**config.mk**
```make
export PLATFORM = sky130hd
export DESIGN_NAME = thread_status_unit
export DESIGN_NICKNAME = d
export VERILOG_FILES = /design/src/rtl/thread_status_unit.sv
export SDC_FILE = /design/constraint.sdc
export NUM_CORES = 1
export LEC_CHECK = 0
export ABC_AREA = 1
export CORE_MARGIN = 3
export CORE_UTILIZATION = 40
export CTS_CLUSTER_SIZE = 20
export DETAILED_ROUTE_END_ITERATION = 10
export PLACE_DENSITY_LB_ADDON = 0.08
export SYNTH_ARGS = -nofsm -noshare
export SYNTH_HDL_FRONTEND = slang
export SYNTH_SLANG_ARGS = --single-unit
export TNS_END_PERCENT = 30
```
**constraint.sdc**
```tcl
create_clock -name clk -period 1.7 [get_ports clk]
set_clock_uncertainty 0.1 [all_clocks]
set_input_delay 0.255 -clock clk [delete_from_list [all_inputs] [get_ports clk]]
set_output_delay 0.255 -clock clk [all_outputs]
set_load 0.05 [all_outputs]
```
**src/rtl/thread_status_unit.sv**
```systemverilog
// Thread status tracker for one thread group.
// Each hardware thread walks IDLE -> READY -> (STALL <-> READY) -> DONE.
// The scheduler sees the READY mask. The unit takes a new group only once no
// thread is READY or STALL.
module thread_status_unit #(
  parameter int NUM_THREADS     = 8,
  parameter int THREAD_ID_WIDTH = 3,
  parameter int STALL_CNT_WIDTH = 4
) (
  input  logic                       clk,
  input  logic                       reset,
  input  logic                       launch_valid,
  input  logic [NUM_THREADS-1:0]     launch_mask,
  output logic                       launch_ready,
  input  logic                       issue_valid,
  input  logic [THREAD_ID_WIDTH-1:0] issue_thread,
  input  logic                       issue_stall,
  input  logic [STALL_CNT_WIDTH-1:0] issue_stall_cycles,
  input  logic                       issue_retire,
  output logic [NUM_THREADS-1:0]     active_threads,
  output logic                       busy,
  output logic                       done,
  output logic                       issue_err
);

  localparam logic [1:0] ST_IDLE  = 2'd0;
  localparam logic [1:0] ST_READY = 2'd1;
  localparam logic [1:0] ST_STALL = 2'd2;
  localparam logic [1:0] ST_DONE  = 2'd3;

  logic [NUM_THREADS-1:0][1:0]               st;
  logic [NUM_THREADS-1:0][STALL_CNT_WIDTH-1:0] cnt;
  logic [NUM_THREADS-1:0]                    ready_vec;
  logic [NUM_THREADS-1:0]                    busy_vec;
  logic [NUM_THREADS-1:0]                    lane_hit;
  logic                                      launch_acc;
  logic                                      issue_legal;
  logic                                      done_d;

  // A launch is only taken while idle, so it can never coincide with a legal issue.
  assign launch_acc  = launch_valid && !busy;
  assign issue_legal = |lane_hit;

  // Group completes when the retiring thread is the last one still READY or STALL.
  assign done_d = issue_legal && issue_retire && ((busy_vec & ~lane_hit) == '0);

  genvar i;
  generate
    for (i = 0; i < NUM_THREADS; i++) begin : g_lane
      assign ready_vec[i] = (st[i] == ST_READY);
      assign busy_vec[i]  = (st[i] == ST_READY) || (st[i] == ST_STALL);
      // An out-of-range thread index matches no lane and so reads as illegal.
      assign lane_hit[i]  = issue_valid && (32'(issue_thread) == i) && ready_vec[i];

      // Per-thread state and stall down-counter.
      always_ff @(posedge clk or posedge reset) begin
        if (reset) begin
          st[i]  <= ST_IDLE;
          cnt[i] <= '0;
        end else if (launch_acc) begin
          st[i]  <= launch_mask[i] ? ST_READY : ST_IDLE;
          cnt[i] <= '0;
        end else if (lane_hit[i]) begin
          if (issue_retire) begin
            st[i] <= ST_DONE;
          end else if (issue_stall && issue_stall_cycles != '0) begin
            st[i]  <= ST_STALL;
            cnt[i] <= issue_stall_cycles;
          end
        end else if (st[i] == ST_STALL) begin
          if (cnt[i] == STALL_CNT_WIDTH'(1)) begin
            st[i]  <= ST_READY;
            cnt[i] <= '0;
          end else begin
            cnt[i] <= cnt[i] - STALL_CNT_WIDTH'(1);
          end
        end
      end
    end
  endgenerate

  // One-cycle status pulses, registered.
  always_ff @(posedge clk or posedge reset) begin
    if (reset) begin
      done      <= 1'b0;
      issue_err <= 1'b0;
    end else begin
      done      <= done_d;
      issue_err <= issue_valid && !issue_legal;
    end
  end

  assign active_threads = ready_vec;
  assign busy           = |busy_vec;
  assign launch_ready   = !busy;

endmodule

```
==> metrics.cfg <==
[sta]
timing.hold.ws_ps=214
setup_violations=56
final_max_slew_viol_count=0
max_freq_ghz=0.500
worstMarginPinSlew_ps=387
hold_violations=0
fin_ws_ps=-301
slew_headroom=0.741
finalCriticalPeriod_ps=2000
fin_crit_sh=1.18
rsz0062_at_grt=yes
setup-tns-final_ps=-10750

[floorplanning]
start_util=0.422
die_h_um=106
row_count=35
fp.dieW_um=106
io_pins=33
dieArea_um2=11200
core_area_um2=9460

[global_routing]
grt_pass1_wl_mm=19.4
grt_antenna_before_repair=1
grt_pass1_vias=3956
grt_usage=0.215
grt_max_degree=51
grt-ovfl-total=0

[clocking]
cts_max_level=2
cts_root_buf=clkbuf_8
cts_tree=built
worst_skew_pair.late_latency_ps=310
clk_pin_slew_ps=100
cts.sinks=50
cts_made_buffers=5
max-clock-path-buffers=2

[worst_setup_path]
r2r-start=st[13]
ff2ff_path_depth=11
startpoint_type=register
path_class=reg -> out
crit_arrival_ps=1650
startpoint=st[12]
crit_required_ps=1340
worstPathMaxFanout=2
cp-end-kind=output pin

[drt]
ant_nets=0
num_vias=4202
wl_per_cell_um=14.3
wirelength_mm=12.1
firstDrtPassIters=4
drt_iter0_drc=192
drc=0
avgViaCountPerCell=4.99

[power_and_ir_drop]
total_power_mw=9.31
p_int_mw=4.94
swShare=0.469
p_clk_frac=0.080
p_leak_nw=3.00
power_density_nw_per_um2=1600
p_switching_mw=4.37
p_seq_frac=0.243
ir_drop_mv=0.903
power_frac_comb=0.676

[cells_and_area]
layout_common_cells=nand2_1, nand3_1, buf_4
diodes=0
area_growth_pct=45.5
fin_area_um2=5810
layout_commonest_cell=nand2_1
layout-drive-gt1-share=0.271
stdcell_count=842
fill_cells=896
nNetsFinal=765

[synthesis]
synth.avg_cell_area_um2=6.63
synth.distinct_cells=22
synthCells=603
synth_seq_area_share=0.313
syn-num-nets=656
synth_top_area_share=0.313
synth_area_um2=4000
synth_area_leaders=dfrtp_1, nand2_1, ha_1, nand3_1, inv_1
synth_top_cell_by_area=dfrtp_1
ys_ff_latch=50
yosys_warnings=0

[place]
post-dp-hpwl_mm=8.51
place.gp.congestion=0.856
numPortBuffers=32
placed_area_um2=5130
placed_cells=818

[run_status]
violations=setup timing
status=finished, violations left

[min_path]
hp-class=in -> async

[job]
cap_viol_max_count=0

cell type report:
| cell class | instances | area [µm²] | share of cell area |
|---|---|---|---|
| Multi-Input combinational cell | 469 | 2790 | 0.481 |
| Sequential cell | 50 | 1250 | 0.215 |
| Timing Repair Buffer | 114 | 1230 | 0.212 |
| Inverter | 72 | 283 | 0.0486 |
| Tap cell | 129 | 161 | 0.0278 |
| Clock buffer | 7 | 86.3 | 0.0149 |
| Clock inverter | 1 | 5.00 | 0.000861 |
kinds of logic (layout without fill, tap and decap cells):
group	Yosys count	count (layout)	synth area share
buffers and inverters	85	194	0.0871
and+or+nand+nor	384	385	0.422
DFF	50	50	0.313
xor gates and xnor gates	8	8	0.0175
adders and majority gates	32	32	0.100
AOI/OAI and AO/OA	44	44	0.0601
timing repair:
action,4_1_cts,5_1_grt
gates resized for setup,24,62
hold buffers,0,0
pin swaps,11,35
hold endpoints to repair,0,0
setup buffers,3,9
endpoints found under the setup margin,55,60
cloned,3,2
layer usage:
layer | global-route usage | wire [µm] | part of all wire
met3 | 0.0346 | 534 | 0.044
met5 | 0 | 11 | 0.00091
met1 | 0.285 | 5430 | 0.45
met4 | 0.0527 | 229 | 0.019
met2 | 0.366 | 5840 | 0.48
cell usage after synthesis:
cell      number
clkbuf_1       4
buf_2          6
ha_1          32
clkinv_2       2
nand2_4        1
nor2_2         2
nor2_4         6
nand3_2        4
o21ai_0       20
nand2_2        9
nand2_1      224
buf_6          2
inv_2         10
inv_1         60
dfrtp_1       50
o211ai_1       8
xor2_1         8
nand3_1       79
nor2_1        43
nand4_1       16
buf_4          1
o21ai_1       16
stage by stage:
step	setup WS [ps]	utilization
after floorplan	-38.1	-
after global placement	-280	0.542
after detailed placement	-281	0.542
after CTS	-317	0.578
final	-301	0.615
after global routing	-362	0.615
state kept, by name, indices dropped and copies added (netlist names):
| register | cells |
|---|---|
| issue_err | 1 |
| cnt | 32 |
| st | 16 |
| done | 1 |
critical path, cell delays in order (launching register included):
cell and delay, ps:
dfrtp_1 350, inv_1 50, ha_1 300, nand2_2 100
nor2_4 50, buf_4 130, nand2_4 100, clkinvlp_4 100
buf_12 150
power by group through the flow:
stage / registers (mW) / clock network (mW) / logic, mW
final: 2.26 / 0.749 / 6.30
after global routing: 2.35 / 0.828 / 7.08
after CTS: 2.24 / 0.788 / 5.79
after detailed placement: 2.24 / 0 / 5.51
after global placement: 2.22 / 0 / 5.45
after floorplan: 2.19 / 0 / 3.65
worst paths after layout:
path / slack [ps] / end
min in group clk: 420 / cnt[4]
max in group asynchronous: 1040 / cnt[25]
setup / recovery: -300 / launch_ready
hold / removal: 210 / cnt[21]
hold reg to reg: 420 / cnt[4]
setup reg to reg: -290 / st[2]
No activity file was read; power rests on OpenSTA's default activity.
